**config.mk**
```make
export PLATFORM = sky130hd
export DESIGN_NAME = store_buffer
export DESIGN_NICKNAME = d
export VERILOG_FILES = /design/src/rtl/store_buffer_pkg.sv /design/src/rtl/sb_match.sv /design/src/rtl/store_buffer.sv
export SDC_FILE = /design/constraint.sdc
export NUM_CORES = 1
export LEC_CHECK = 0
export BUFFER_PORTS_ARGS = -buffer_cell sky130_fd_sc_hd__buf_2
export CORE_AREA = 5 5 199 201
export CTS_CLUSTER_DIAMETER = 80
export DETAILED_ROUTE_END_ITERATION = 6
export DIE_AREA = 0 0 204 206
export GPL_TIMING_DRIVEN = 0
export PLACE_DENSITY = 0.48
export SETUP_SLACK_MARGIN = 0.3
export SLEW_MARGIN = 20
export SYNTH_ARGS = -nofsm -noshare
export SYNTH_HDL_FRONTEND = slang
export SYNTH_SLANG_ARGS = --single-unit
```
**constraint.sdc**
```tcl
create_clock -name clk -period 9.25 [get_ports clk]
set_input_delay 1.85 -clock clk [delete_from_list [all_inputs] [get_ports clk]]
set_output_delay 1.85 -clock clk [all_outputs]
set_load 0.02 [all_outputs]
```
**src/rtl/store_buffer_pkg.sv**
```systemverilog
// Shared types and defaults for the store buffer.
// STORE_BUFFER_FWD_EN (optional) enables store-to-load forwarding in the users of this package.
package store_buffer_pkg;

  localparam int SB_DEPTH  = 4;
  localparam int SB_MEM_AW = 6;

  typedef logic [0:0] sb_state_t;
  localparam sb_state_t RUN      = 1'b0;
  localparam sb_state_t FLUSHING = 1'b1;

  typedef struct packed {
    logic [31:0] addr;
    logic [31:0] data;
  } sb_entry_t;

endpackage

```
**src/rtl/sb_match.sv**
```systemverilog
// DEPTH-way load address comparator over the live window [head, head+count).
// With STORE_BUFFER_FWD_EN defined it also reports the youngest matching slot.
module sb_match
  import store_buffer_pkg::*;
#(
  parameter int DEPTH  = SB_DEPTH,
  parameter int MEM_AW = SB_MEM_AW,
  localparam int PW    = $clog2(DEPTH),
  localparam int CW    = $clog2(DEPTH + 1)
) (
  input  logic [DEPTH-1:0][MEM_AW-1:0] addrs_i,
  input  logic [PW-1:0]                head_i,
  input  logic [CW-1:0]                count_i,
  input  logic [MEM_AW-1:0]            ld_addr_i,
`ifdef STORE_BUFFER_FWD_EN
  output logic [PW-1:0]                match_idx_o,
`endif
  output logic                         hit_o
);

  logic [PW-1:0] idx;

  // Walk oldest to youngest so the last match seen is the youngest one.
  always_comb begin
    hit_o = 1'b0;
    idx   = '0;
`ifdef STORE_BUFFER_FWD_EN
    match_idx_o = head_i;
`endif
    for (int k = 0; k < DEPTH; k++) begin
      idx = head_i + PW'(k);
      if ((CW'(k) < count_i) && (addrs_i[idx] == ld_addr_i)) begin
        hit_o = 1'b1;
`ifdef STORE_BUFFER_FWD_EN
        match_idx_o = idx;
`endif
      end
    end
  end

endmodule

```
**src/rtl/store_buffer.sv**
```systemverilog
// Posted-write buffer in front of the single-port data memory, with hazard detection and flush.
// Define STORE_BUFFER_FWD_EN to forward hit data instead of stalling the load.
module store_buffer
  import store_buffer_pkg::*;
#(
  parameter int DEPTH  = SB_DEPTH,
  parameter int MEM_AW = SB_MEM_AW,
  localparam int PW    = $clog2(DEPTH),
  localparam int CW    = $clog2(DEPTH + 1)
) (
  input  logic          clk,
  input  logic          rst,
  input  logic          st_valid,
  input  logic [31:0]   st_addr,
  input  logic [31:0]   st_data,
  output logic          st_ready,
  input  logic          ld_valid,
  input  logic [31:0]   ld_addr,
  output logic [31:0]   ld_data,
  output logic          cpu_stall,
  input  logic          flush_req,
  output logic          flush_done,
  output logic          mem_read,
  output logic          mem_write,
  output logic [31:0]   mem_address,
  output logic [31:0]   mem_writedata,
  input  logic [31:0]   mem_readdata,
  output logic [CW-1:0] count,
  output logic          empty,
  output sb_state_t     dbg_state
);

  // A store transfers when st_valid && st_ready at posedge; st_ready never
  // depends on st_valid, and a full buffer refuses even if it pops that cycle.

  localparam logic [CW-1:0] FULL_CNT = CW'(DEPTH);

  sb_entry_t     entries_q [DEPTH];
  logic [PW-1:0] head_q, head_d;
  logic [PW-1:0] tail_q, tail_d;
  logic [CW-1:0] count_q, count_d;
  sb_state_t     state_q, state_d;

  logic [DEPTH-1:0][MEM_AW-1:0] match_addrs;
  logic hit;
  logic push, pop, load_port;
`ifdef STORE_BUFFER_FWD_EN
  logic [PW-1:0] match_idx;
`endif

  always_comb begin
    for (int k = 0; k < DEPTH; k++) begin
      match_addrs[k] = entries_q[k].addr[MEM_AW-1:0];
    end
  end

  sb_match #(.DEPTH(DEPTH), .MEM_AW(MEM_AW)) u_match (
    .addrs_i     (match_addrs),
    .head_i      (head_q),
    .count_i     (count_q),
    .ld_addr_i   (ld_addr[MEM_AW-1:0]),
`ifdef STORE_BUFFER_FWD_EN
    .match_idx_o (match_idx),
`endif
    .hit_o       (hit)
  );

  assign st_ready   = (count_q != FULL_CNT) && (state_q == RUN);
  assign push       = st_valid && st_ready;
  // A missing load owns the port; otherwise the head drains.
  assign load_port  = ld_valid && !hit && !rst;
  assign pop        = !load_port && (count_q != '0);
  assign flush_done = (state_q == FLUSHING) && (count_q == '0);
  assign count      = count_q;
  assign empty      = (count_q == '0);
  assign dbg_state  = state_q;

  always_comb begin
    mem_read      = load_port;
    mem_write     = pop;
    mem_address   = 32'd0;
    mem_writedata = 32'd0;
    if (load_port) begin
      mem_address = ld_addr;
    end else if (pop) begin
      mem_address   = entries_q[head_q].addr;
      mem_writedata = entries_q[head_q].data;
    end
  end

  always_comb begin
    ld_data   = 32'd0;
    cpu_stall = 1'b0;
    if (ld_valid && !rst) begin
      if (!hit) begin
        ld_data = mem_readdata;
      end else begin
`ifdef STORE_BUFFER_FWD_EN
        ld_data = entries_q[match_idx].data;
`else
        cpu_stall = 1'b1;
`endif
      end
    end
  end

  always_comb begin
    head_d  = pop  ? head_q + PW'(1) : head_q;
    tail_d  = push ? tail_q + PW'(1) : tail_q;
    count_d = count_q + CW'(push) - CW'(pop);
    state_d = state_q;
    case (state_q)
      RUN:      if (flush_req) state_d = FLUSHING;
      FLUSHING: if (count_q == '0) state_d = RUN;
      default:  state_d = RUN;
    endcase
  end

  always_ff @(posedge clk or posedge rst) begin
    if (rst) begin
      head_q  <= '0;
      tail_q  <= '0;
      count_q <= '0;
      state_q <= RUN;
    end else begin
      head_q  <= head_d;
      tail_q  <= tail_d;
      count_q <= count_d;
      state_q <= state_d;
    end
  end

  // Payload needs no reset: slots outside the live window are never observed.
  always_ff @(posedge clk) begin
    if (push) begin
      entries_q[tail_q] <= '{addr: st_addr, data: st_data};
    end
  end

endmodule

```
Word level (Yosys, flattened, before mapping)
Memories as Yosys holds them, arrays and structs flattened.
Index checks and enable logic that the tools add are counted.
{ "totals": {"ram_bits": 256, "word_cells": 66, "regBits": 8, "input_bits": 133, "output_inout_bits": 106, "memories": 1} }
{ "mem_list": {"columns": ["name", "depth", "word_bits", "read_ports", "rd_clocked_by_memory_dff", "write_ports", "line", "text"], "rows": [
  ["entries_q", 4, 64, 5, 0, 1, "store_buffer.sv:38", "sb_entry_t entries_q [DEPTH];"]
]} }
{ "classes": {"n_reduce_logical": 16, "n_mux": 25, "n_lt_le_gt_ge": 8, "addsub": 6, "bitwise": 1, "eq_ne": 5} }
{ "ops": {"columns": ["cell", "n"], "rows": [
  ["$mux 32", 6],
  ["$bmux 6 s2", 4],
  ["$eq 6x6->1", 4],
  ["$mux 6", 4],
  ["$lt 2x3->1 const B", 4],
  ["$logic_and 1x1->1", 11],
  ["$mux 1", 10],
  ["$lt 1x3->1 const A", 2],
  ["$lt 2x3->1 const A", 2],
  ["$add 2x1->2 const B", 2],
  ["$add 2x2->2 const B", 2],
  ["$add 3x1->3", 1],
  ["$logic_not 1->1", 3],
  ["$logic_not 3->1", 1],
  ["$ne 3x3->1 const B", 1],
  ["$reduce_bool 3->1", 1],
  ["$sub 3x1->3", 1],
  ["$pmux 1 s2", 1],
  ["$not 1->1", 1]
]} }

Longest topological paths before layout
{ "logic_depth": {"ltp_word": 15, "depth_mapped": 15, "ltp_nobuf": 13} }

Modules after synthesis
From an unflattened synthesis, not the netlist that was laid out.
{ "unflattened": {"hier_cells": 570, "area_unflattened_um2": 11447.2} }
{ "by_module_without_submodules": {"columns": ["module", "seq_area_each_um2", "cells_per_inst", "area_per_inst_um2", "instances"], "rows": [
  ["store_buffer", 7887.6, 488, 10490.1, 1],
  ["sb_match", 0.0, 82, 957.2, 1]
]} }

Worst setup path before layout
No wires, ideal clock.
{ "synth_path": {"path_kind": "input-to-output", "from": "input ld_addr[4]", "to": "output mem_address[0]", "t_required_ns": 7.400, "stages": 9, "path_buffers": 3, "path_slack_ns": 3.533, "arrival_ns": 3.867, "cell_sequence": "buf_1 > xor2_1 > mux2i_1 > nor4_1 > a21oi_2 > and3_4 > buf_6 > buf_2 > o31ai_1"} }
{ "synth_between": {"elab_chain_len": 13, "elab_cells_between_ends": 19, "cone_classes": "4 x eq/ne; 6 x mux; 9 x reduce/logical"} }
{ "synth_lines": {"columns": ["element", "line", "text"], "rows": [
  ["from (decl)", "store_buffer.sv:18", "input logic [31:0] ld_addr,"],
  ["$eq 6x6->1", "sb_match.sv:32", "if ((CW'(k) < count_i) && (addrs_i[idx] == ld_addr_i)) begin"],
  ["$logic_and 1x1->1", "sb_match.sv:32", null],
  ["$mux 1 (3 in series)", "sb_match.sv:32", null],
  ["$mux 1 (*)", "sb_match.sv:32", null],
  ["$logic_not 1->1 (*)", null, null],
  ["$logic_and 1x1->1 (*) (2 in series)", "store_buffer.sv:71", "assign load_port = ld_valid && !hit && !rst;"],
  ["via mem_read", "store_buffer.sv:23", "output logic mem_read,"],
  ["$logic_not 1->1", "store_buffer.sv:72", "assign pop = !load_port && (count_q != '0);"],
  ["$logic_and 1x1->1", "store_buffer.sv:72", null],
  ["$mux 32", "store_buffer.sv:85", "end else if (pop) begin"],
  ["$mux 32 (*)", "store_buffer.sv:83", "if (load_port) begin"],
  ["to (decl)", "store_buffer.sv:25", "output logic [31:0] mem_address,"]
]} }
The timed path passes the listed nets; every way through them passes the cells marked *.

Worst setup path after layout
{ "layout_path": {"from": "input ld_addr[4]", "to": "output mem_writedata[13]"} }
{ "layout_between": {"elab_chain_len": 13, "elab_cells_between_ends": 19, "cone_classes": "4 x eq/ne; 6 x mux; 9 x reduce/logical"} }
{ "layout_lines": {"columns": ["element", "line", "text"], "rows": [
  ["$eq 6x6->1", "sb_match.sv:32", null],
  ["$logic_and 1x1->1", "sb_match.sv:32", null],
  ["$mux 1 (3 in series)", "sb_match.sv:32", null],
  ["$mux 1 (*)", "sb_match.sv:32", null],
  ["$logic_not 1->1 (*)", null, null],
  ["$logic_and 1x1->1 (*) (2 in series)", "store_buffer.sv:71", null],
  ["$logic_not 1->1", "store_buffer.sv:72", null],
  ["$logic_and 1x1->1", "store_buffer.sv:72", null],
  ["$mux 32", "store_buffer.sv:85", null],
  ["$mux 32 (*)", "store_buffer.sv:83", null],
  ["to (decl)", "store_buffer.sv:26", "output logic [31:0] mem_writedata,"]
]} }
Every way passes the cells marked *; elsewhere a longest branch is shown, timed or not.

==> results.tsv <==
stage	metric	value	unit
global_route	grt_pass1_wl	41980	um
worst_setup_path	r2r-end	count[2]	
clocking	clk_latency	0.56	ns
timing	fin_tns_setup	0	ns
die	dieHeight	206	um
place	hpwl	19160	um
worst_setup_path	reg2reg_slack	5.23	ns
finish	fin_nets	1041	
hold_path	min_from	dbg_state	
die	start_util	30.85	%
clocking	cts_setup_buffers	0	
global_route	grt_max_degree	41	
power	p_clk_share	27.8	%
power	switchingPower	1429	uW
finish	fin_area	14560	um2
power	ir_worst_vdd	0.1728	mV
drt	drt_iter0_markers	238	
power	combPwrFrac	38.5	%
global_route	grt_overflow	0	
clocking	cts_tree	done	
hold_path	whs_path_depth	2	
die	dieArea	42020	um2
place	dp_cells	1378	
timing	slew_violations	0	
worst_setup_path	critical_path.startpoint	ld_addr[4]	
worst_setup_path	worstPathArrival	4.50	ns
run_status	outcome	finished, final reports clean	
die	ioPinCount	239	
hold_path	holdPathEnd	dbg_state	
hold_path	hold_path_class	reg -> reg	
clocking	htree_levels	1	
synthesis	syn_area	11540	um2
drt	drc	0	
synthesis	synth_edf_count	256	
drt	first_pass_iters	4	
timing	fin_crit	6.351	ns
clocking	numCtsBuffers	30	
finish	area_growth_syn_to_layout	26.17	%
power	switching_share	33.23	%
synthesis	yosysUniqueCellTypes	44	
clocking	clock_path_buffers	3	
drt	antenna_left	0	
worst_setup_path	crit_fanout	10	
timing	finalSetupViolCount	0	
place	port_buffers	232	
worst_setup_path	r2r_start	head_q[1]	
timing	timing.fmax	157.5	MHz
finish	final_util	38.92	%
timing	post-route-period-util	68.66	%
die	core_area	37400	um2
die	die_w	204	um
clocking	path_clk_slew	0.06	ns
synthesis	syn_area_per_cell	18.40	um2
timing	worst_pin_slew	0.7466	ns
timing	rsz0062_at_grt	false	
clocking	cts_resized	0	
drt	via_per_inst	4.508	
power	p_leak	0.005303	uW
power	power_density	295.4	nW/um2
run	maxCapViolCount	0	
worst_setup_path	start_kind	input port	
die	placementRows	71	
clocking	root_buffer	clkbuf_16	
power	p_seq_share	33.7	%
global_route	track_usage	12.99	%
finish	drive_gt1_share	44.42	%
global_route	antenna_found_initial	7	
drt	vias	6465	
synthesis	netlist_instances	627	
global_route	grt_pass1_vias	6941	
synthesis	yosysWarningCount	0	
timing	fin_hold_ws	0.6035	ns
clocking	cts.sinks	264	
synthesis	synth-seq-cells	264	
clocking	cts_hold_buf	0	
power	p_int	2871	uW
place	gp_congestion	0.7666	
worst_setup_path	worstSetupEndpointType	primary output	
synthesis	syn_nets	769	
synthesis	synthArstFlopShare	3.030	%
drt	totalWireLength	28220	um
finish	fillerInstances	3515	
timing	hold_viol	0	
finish	antenna-diode-count	0	
finish	stdcell_count	1434	
worst_setup_path	ff2ff_path_depth	14	
place	post_dp_cell_area	13540	um2
synthesis	synth_seq_area_share	68.37	%
synthesis	synthFlopType	edfxtp_1	
timing	fin_skew	0.01377	ns
worst_setup_path	cp.required	7.40	ns
timing	relSlewSlack	50.23	%
drt	routedWlPerCell	19.68	um
worst_setup_path	path_class	in -> out	
==> worst max path at each step <==
stage / end / slack (ns) / depth (start not counted)
2_1_floorplan: mem_address[0] / 3.53 / 9
3_3_place_gp: mem_writedata[13] / 2.76 / 9
3_5_place_dp: mem_writedata[13] / 2.92 / 9
4_1_cts: mem_writedata[13] / 2.86 / 9
5_1_grt: mem_writedata[13] / 2.68 / 9
6_report: mem_writedata[13] / 2.90 / 9
==> worst max-delay path, stage by stage <==
cell and delay [ns]:
buf_1 0.35, xor2_1 0.25, mux2i_1 0.12, nor4_1 0.39, a21oi_2 0.15, a31oi_2 0.53
clkbuf_1 0.42, and2_1 0.25, buf_2 0.18
==> power groups by stage <==
stage               logic, uW  registers (uW)  clock network [uW]
floorplan                1160            1480                   0
global placement         1690            1480                   0
detailed placement       1700            1480                   0
CTS                      1710            1450                1240
global route             1810            1460                1290
finish                   1650            1450                1200
==> registers in the layout (all words and copies together) (netlist names) <==
register	flops
entries_q	256
count	3
head_q	2
tail_q	2
dbg_state	1
==> Yosys cell counts, types with 6 or more instances <==
library cell,count,area [um2]
edfxtp_1,256,7687
and2_1,68,425.4
mux4_2,64,1441
mux2_2,28,315.3
nor2b_1,28,175.2
mux2i_1,26,260.3
xor2_1,17,148.9
clkbuf_1,16,60.06
buf_2,13,65.06
xnor2_1,13,113.9
inv_1,12,45.04
dfrtp_1,8,200.2
ha_1,8,100.1
nand4_1,7,43.79
o21ai_0,7,35.03
nand2_1,6,22.52
==> layer usage <==
metal  wire length, um  vias to the layer above  track usage (%)
met2             13810                      185            22.75
met5                79                        -                0
met1             11830                     3220            16.19
met3              1867                       53            3.625
li1                  -                     2995                -
met4               638                       12            2.824
==> metrics by stage <==
| stage | worst slack [ns] | total power [uW] |
|---|---|---|
| 6_report | 2.899 | 4299 |
| 5_1_grt | 2.680 | 4556 |
| 4_1_cts | 2.859 | 4394 |
| 3_5_place_dp | 2.915 | 3176 |
| 3_3_place_gp | 2.762 | 3171 |
| 2_1_floorplan | 3.533 | 2636 |
==> cell families (layout without fill, tap and decap cells) <==
kind of cell	count (synthesis)	in the layout	share of synthesized area, %
mux	121	121	17.87
fa+ha+maj	9	9	1.041
buf+inv	51	347	2.126
simple gates	128	128	6.822
compound gates	24	24	1.486
flops	264	264	68.37
xor+xnor	30	30	2.278
==> layout make-up <==
cell class              count  area [um2]  share of cell area (%)
flip-flops and latches    264        7888                   54.19
multi-input cells         312        3428                   23.55
repair buffers            240        1339                   9.198
clock buffers              34       765.7                   5.261
well taps                 511       639.4                   4.393
clock inverters            22       250.2                   1.719
plain buffers              39       200.2                   1.375
inverters                  12       45.04                  0.3095
==> cells in the final DEF, fill, tap and decap left out, drive strengths merged, types with 2 or more instances in the layout <==
master / count
o21ai: 8
buf: 263
edfxtp: 256
a31oi: 2
ha: 8
nand2: 6
clkbuf: 50
xnor2: 13
nor2: 3
mux4: 64
inv: 12
a211oi: 3
nand4: 7
clkinvlp: 5
a21oi: 3
xor2: 17
a21boi: 2
mux2i: 26
dfrtp: 8
bufinv: 5
and3: 5
nor2b: 28
and2: 68
nand3: 3
o31ai: 2
nand2b: 3
nor4: 2
mux2: 31
clkinv: 12
Power figures use the tool's default switching activity.
